`config.mk`:
```
export PLATFORM = sky130hd
export DESIGN_NAME = ifu_fetch_ctrl
export DESIGN_NICKNAME = d
export VERILOG_FILES = /design/src/rtl/ifu_fetch_ctrl.sv
export SDC_FILE = /design/constraint.sdc
export NUM_CORES = 1
export LEC_CHECK = 0
export ABC_CLOCK_PERIOD_IN_PS = 1700
export CAP_MARGIN = 20
export CORE_ASPECT_RATIO = 0.75
export CORE_MARGIN = 8
export CORE_UTILIZATION = 26
export DETAILED_ROUTE_END_ITERATION = 12
export GPL_ROUTABILITY_DRIVEN = 0
export GPL_TIMING_DRIVEN = 0
export HOLD_SLACK_MARGIN = 0.1
export PLACE_DENSITY = 0.6
export SETUP_SLACK_MARGIN = 0.3
export SLEW_MARGIN = 10
export SYNTH_ARGS = -nofsm -noshare
export SYNTH_HDL_FRONTEND = slang
export SYNTH_SLANG_ARGS = --single-unit
```
`constraint.sdc`:
```
create_clock -name clk -period 1.7 [get_ports clk]
set_input_delay 0.17 -clock clk [delete_from_list [all_inputs] [get_ports clk]]
set_output_delay 0.17 -clock clk [all_outputs]
set_load 0.05 [all_outputs]
```
`src/rtl/ifu_fetch_ctrl.sv`:
```
// ifu_fetch_ctrl -- instruction-fetch controller for the single-issue NPC core.
//
// Owns the architectural PC and walks one instruction at a time through
// fetch -> decode -> next-PC, so at most one instruction is in flight.
//
// Ports:
//   clk, rst                 clock; synchronous active-high reset
//   imem_addr/valid/ready    fetch request (word-aligned address)
//   imem_rdata               instruction word, valid with imem_ready
//   inst/inst_pc/valid/ready captured instruction handed to decode
//   next_pc/pc_valid/ready   next PC from execute
//   halt                     stop fetching once the current instruction retires
//   pc                       architectural PC
//   fetch_cnt, stall_cnt     perf counters (zero unless IFU_PERF_CNT_EN)
//
// Build option: define IFU_PERF_CNT_EN to instantiate the fetch/stall counters.
module ifu_fetch_ctrl #(
  parameter logic [31:0] RESET_PC = 32'h80000000,
  parameter int          XLEN     = 32
) (
  input  logic            clk,
  input  logic            rst,
  output logic [XLEN-1:0] imem_addr,
  output logic            imem_valid,
  input  logic            imem_ready,
  input  logic [XLEN-1:0] imem_rdata,
  output logic [XLEN-1:0] inst,
  output logic [XLEN-1:0] inst_pc,
  output logic            inst_valid,
  input  logic            inst_ready,
  input  logic [XLEN-1:0] next_pc,
  input  logic            pc_valid,
  output logic            pc_ready,
  input  logic            halt,
  output logic [XLEN-1:0] pc,
  output logic [XLEN-1:0] fetch_cnt,
  output logic [XLEN-1:0] stall_cnt
);

  typedef enum logic [1:0] {
    S_REQ    = 2'd0,
    S_ISSUE  = 2'd1,
    S_WAITPC = 2'd2,
    S_HALT   = 2'd3
  } state_t;

  state_t state, state_d;

  // Handshake qualifiers; only meaningful in their owning state.
  logic fetch_fire;
  logic pc_fire;

  always_ff @(posedge clk) begin
    if (rst) begin
      state   <= S_REQ;
      pc      <= RESET_PC;
      inst    <= '0;
      inst_pc <= RESET_PC;
    end else begin
      state <= state_d;
      if (fetch_fire) begin
        inst    <= imem_rdata;
        inst_pc <= pc;
      end
      if (pc_fire) pc <= next_pc;
    end
  end

  // Outputs are state decodes. The rst gate keeps every handshake quiet in
  // the reset cycle, whatever state the register still holds.
  always_comb begin
    state_d    = state;
    imem_valid = 1'b0;
    inst_valid = 1'b0;
    pc_ready   = 1'b0;
    fetch_fire = 1'b0;
    pc_fire    = 1'b0;
    unique case (state)
      S_REQ: begin
        imem_valid = !rst;
        fetch_fire = imem_ready;
        if (imem_ready) state_d = S_ISSUE;
      end
      S_ISSUE: begin
        inst_valid = !rst;
        if (inst_ready) state_d = S_WAITPC;
      end
      S_WAITPC: begin
        pc_ready = !halt && !rst;
        // halt wins over a coincident next_pc: the PC stays on the last
        // delivered instruction.
        if (halt) begin
          state_d = S_HALT;
        end else if (pc_valid) begin
          pc_fire = 1'b1;
          state_d = S_REQ;
        end
      end
      S_HALT: state_d = S_HALT;
      default: state_d = S_REQ;
    endcase
  end

  // Low two bits are dropped so memory only ever sees word addresses; pc
  // itself keeps whatever execute handed over.
  assign imem_addr = {pc[XLEN-1:2], 2'b00};

`ifdef IFU_PERF_CNT_EN
  logic [XLEN-1:0] fetch_q, stall_q;

  // Neither condition can be true in S_HALT, so the counters freeze there
  // without an explicit check.
  always_ff @(posedge clk) begin
    if (rst) begin
      fetch_q <= '0;
      stall_q <= '0;
    end else begin
      if (state == S_REQ && imem_ready)  fetch_q <= fetch_q + 1'b1;
      if (state == S_REQ && !imem_ready) stall_q <= stall_q + 1'b1;
    end
  end

  assign fetch_cnt = fetch_q;
  assign stall_cnt = stall_q;
`else
  assign fetch_cnt = '0;
  assign stall_cnt = '0;
`endif

endmodule
```
### Word level (Yosys, flattened, before mapping)

Index checks and enable logic that the tools add are counted.
W data, S select, Z words.

| cells by class | value |
|---|---|
| muxes and demuxes | 12 |
| reduce and logical (&&, ||, !) cells | 5 |
| equal/unequal tests | 6 |

Operator list:

| kind | number |
|---|---|
| $mux W2 | 4 |
| $pmux W2 S4 | 1 |
| $mux W1 | 7 |
| $eq A2 B2 Y1 const B | 2 |
| $ne A2 B2 Y1 const B | 2 |
| $ne A3 B3 Y1 const B | 1 |
| $reduce_and A3 Y1 | 1 |
| $eq A2 B1 Y1 const B | 1 |
| $logic_not A1 Y1 | 2 |
| $logic_not A2 Y1 | 1 |
| $logic_and A1 B1 Y1 | 1 |

| storage, ports and cells | value |
|---|---|
| word-level logic and storage cells | 27 |
| output and inout port bits | 195 |
| register bits after elaboration | 98 |
| bits of input ports | 70 |

### Depth between registers and ports, before layout

| depth | value |
|---|---|
| word-level depth | 3 |
| gate-level depth with buffers | 6 |

### Worst setup path before layout

No wires, ideal clock.

| timing | value |
|---|---|
| path kind | register -> output |
| start | register state[0] |
| end | output port pc_ready |
| data arrival time | 2.111 ns |
| required time | 1.530 ns |
| setup slack | -0.581 ns |
| cell stages (with the launch flop) | 3 |
| path through | dfxtp_1 -> buf_4 -> nor4b_1 |

| on the way | value |
|---|---|
| longest elaborated chain between the ends | 2 |

Ends and longest elaborated chain:

| item | line | source |
|---|---|---|
| from (decl) | 47 | `state_t state, state_d;` |
| from (signal assigned) | 60 | `state <= state_d;` |
| $eq A2 B2 Y1 | 78 | `unique case (state)` |
| $mux W1 | 78 |  |
| to (decl) | 33 | `output logic pc_ready,` |

No other way between the ends.

### Worst setup path in the final report

| timing | value |
|---|---|
| start | register state[1] |
| end | register inst_pc[24] |

| on the way | value |
|---|---|
| longest elaborated chain between the ends | 2 |

Ends and longest elaborated chain:

| item | line | source |
|---|---|---|
| $logic_not A2 Y1 | 78 |  |
| $mux W1 | 78 |  |
| to (signal assigned) | 63 | `inst_pc <= pc;` |
| to (decl) | 28 | `output logic [XLEN-1:0] inst_pc,` |

No other way between the ends.
A chain may end at the register's enable or synchronous reset.

==> metrics.md <==
| Metric | Value |
|---|---|
| Vias in the first global route | 3788 |
| RSZ-0062 raised after global routing | yes |
| Sequential area share after synthesis | 46.3% |
| Relative slew slack | 46.9% |
| Final count of negative-setup-slack endpoints | 0 |
| Worst-Skew Late Latency | 0.35 ns |
| EDFF count, synth | 0 |
| Hold Fails Final Rpt | 0 |
| DRC viols | 0 |
| Starting Density | 26.5% |
| Synth warnings | 0 |
| Die Wd | 163 um |
| Startpoint types | register |
| Die area | 20700 um^2 |
| Die height | 127 um |
| CTS Buf Count | 9 |
| Most area-consuming cells after synthesis | dfxtp_1 (46%), buf_4 (18%), nand2_1 (17%) |
| Slew @ Worst Pin | 0.796 ns |
| CTS tree | built |
| FF+latch count, synth | 98 |
| PD cells | 782 nW/um^2 |
| I/O Buffers | 197 |
| Pwr Total | 0.00631 W |
| Period minus WS final | 1.55 ns |
| Final Non-Filler Cells | 1050 |
| Crit path max fanout | 6 |
| Final #Nets | 905 |
| Post-synthesis cell type count | 19 |
| Final Slew Violations | 0 |
| Worst VDD drop | 0.387 mV |
| Largest net degree at the start of global routing | 17 |
| Antenna cells | 0 |
| FFs w/ async S/R, synth | 0% |
| Status | finished, final reports clean |
| First-pass GRT wire length | 22200 um |
| Post-route ant nets | 0 |
| Post-Syn Area per Cell | 7.96 um^2 |
| Post-synth top area share | 46.3% |
| MaxCap Viol Count | 0 |
| Post-Synthesis Cells | 532 |
| H-Tree Depth | 3 |
| First DRT Iteration DRCs | 178 |
| Ys flop type | dfxtp_1 |
| Worst Hold Class | in -> reg |
| Hpwl dp | 11300 um |
| Leak | 3.61 nW |
| Synth Cell Area | 4230 um^2 |
| Count leader, synth | nand2_1 |
| CTS root buffer | clkbuf_16 |
| Critical Path RT | 1.91 ns |
| DP Cell Count | 1004 |
| Number of detailed-route iterations in the first pass | 4 |
| Clock Skew | 0.00636 ns |
| CP endpoint kind | register |
| CTS clock-pin slew for the worst setup and hold paths | 0.07 ns |
| Tot GR Track Use | 13.9% |
| Synth area leader | dfxtp_1 |
| Kind of critical path | reg -> reg |
| Vias | 4215 |
| Routed len/inst | 15.8 um |
| FP Rows | 40 |
| Layout area overhead | 90.3% |
| Top cells by count, synth | nand2_1 (188), buf_4 (103), dfxtp_1 (98), a21oi_1 (97), clkbuf_1 (14) |
| Critical Path AT | 1.76 ns |
| Clock Sinks | 98 |
| Routed vias/inst | 4.01 |
| Core ar. | 16000 um^2 |
| Antenna violations before repair | 0 |
| Fin crit share | 91.1% |
| IO Count | 265 |
| Gr ovfl total | 0 |
| Max clock buf depth | 2 |
| Layout cell share with drive strength beyond 1 | 48.7% |
| F_max | 645 MHz |
| WL final | 16600 um |
-- layout by cell type (no fill, tap or decap), types with 2 or more instances in the layout --
cell type,count
a21oi_1,46
a21oi_2,51
buf_12,8
buf_16,5
buf_2,31
buf_4,104
buf_6,13
buf_8,11
clkbuf_1,11
clkbuf_16,20
clkbuf_2,40
clkdlybuf4s15_1,13
clkdlybuf4s15_2,42
clkdlybuf4s50_1,68
clkinv_2,2
clkinv_4,2
conb_1,66
dfxtp_1,96
dfxtp_2,2
nand2_1,120
nand2_2,27
nand2_4,41
nor2_1,4
nor3_1,3
nor3_4,2
nor3b_4,2
-- flip-flops by register name, indices dropped and copies added (netlist names) --
signal,flops
inst,32
inst_pc,32
pc,32
state,2
-- per-stage QoR --
stage	instance area [um^2]	hold WS (ns)	worst slack (ns)	TNS, ns	util [%]
6_report	8060	0.235	0.150	0	50.5
5_1_grt	8060	0.255	0.108	0	50.5
4_1_cts	7320	0.214	0.146	0	45.9
3_5_place_dp	6730	0.447	-0.285	-6.46	42.1
3_3_place_gp	6730	0.441	-0.276	-6.32	42.1
2_1_floorplan	4490	0.267	0.111	0	-
-- critical path, stage by stage (launching register included) --
cell and delay, ns:
dfxtp_2 0.32, buf_6 0.12, or3b_4 0.43, buf_12 0.17, buf_12 0.12, buf_16 0.13, nand2_2 0.05, a21oi_1 0.05
-- worst paths after layout --
kind	from	endpoint	slack [ns]	cells past startpoint
worst max-delay path	state[1]	inst_pc[24]	0.15	7
worst min-delay path	rst	inst[16]	0.24	2
worst max register to register	state[1]	inst_pc[24]	0.15	7
worst min register to register	inst[14]	inst[14]	0.45	2
-- where the power goes --
part	switching (W)	internal (W)	leakage (nW)
Sequential	0.0000460	0.00236	0.795
Combinational	0.00108	0.000747	2.67
Clock	0.000921	0.00115	0.147
Total	0.00205	0.00426	3.61
-- per-layer routing --
layer | wire [um] | vias up | part of all wire [%] | GRT usage (%)
li1 | - | 2151 | - | -
met4 | 125 | 0 | 0.75 | 3.55
met3 | 1590 | 9 | 9.6 | 6.59
met5 | 0 | - | 0 | 0
met1 | 7010 | 1912 | 42 | 16.2
met2 | 7900 | 143 | 48 | 22.4
-- repair_timing --
item | in CTS | in global routing
endpoints found under the setup margin | 217 | 154
pin swaps | 2 | 82
resized for setup | 412 | 272
gates cloned | 7 | 11
hold buffers | 0 | 0
hold endpoints to repair | 0 | 0
setup buffers | 3 | 9
-- final cells by class --
class                   count  area [um^2]
plain buffers             131         1120
clock buffers              10          229
clock inverters             6         66.3
fillers                  1533         7910
multi-input cells         368         2180
flip-flops and latches     98         1960
well taps                 210          263
repair buffers            227         2240
-- cell families (layout without fill, tap and decap cells) --
logic type / count (synthesis) / after routing / share of synthesized area [%]
and+or+nand+nor: 203 / 203 / 19.0
buffers and inverters: 131 / 374 / 22.8
AOI/OAI and AO/OA: 99 / 99 / 11.8
DFF: 98 / 98 / 46.3
other: 1 / 66 / 0.0886
No activity file was read; power rests on OpenSTA's default activity.
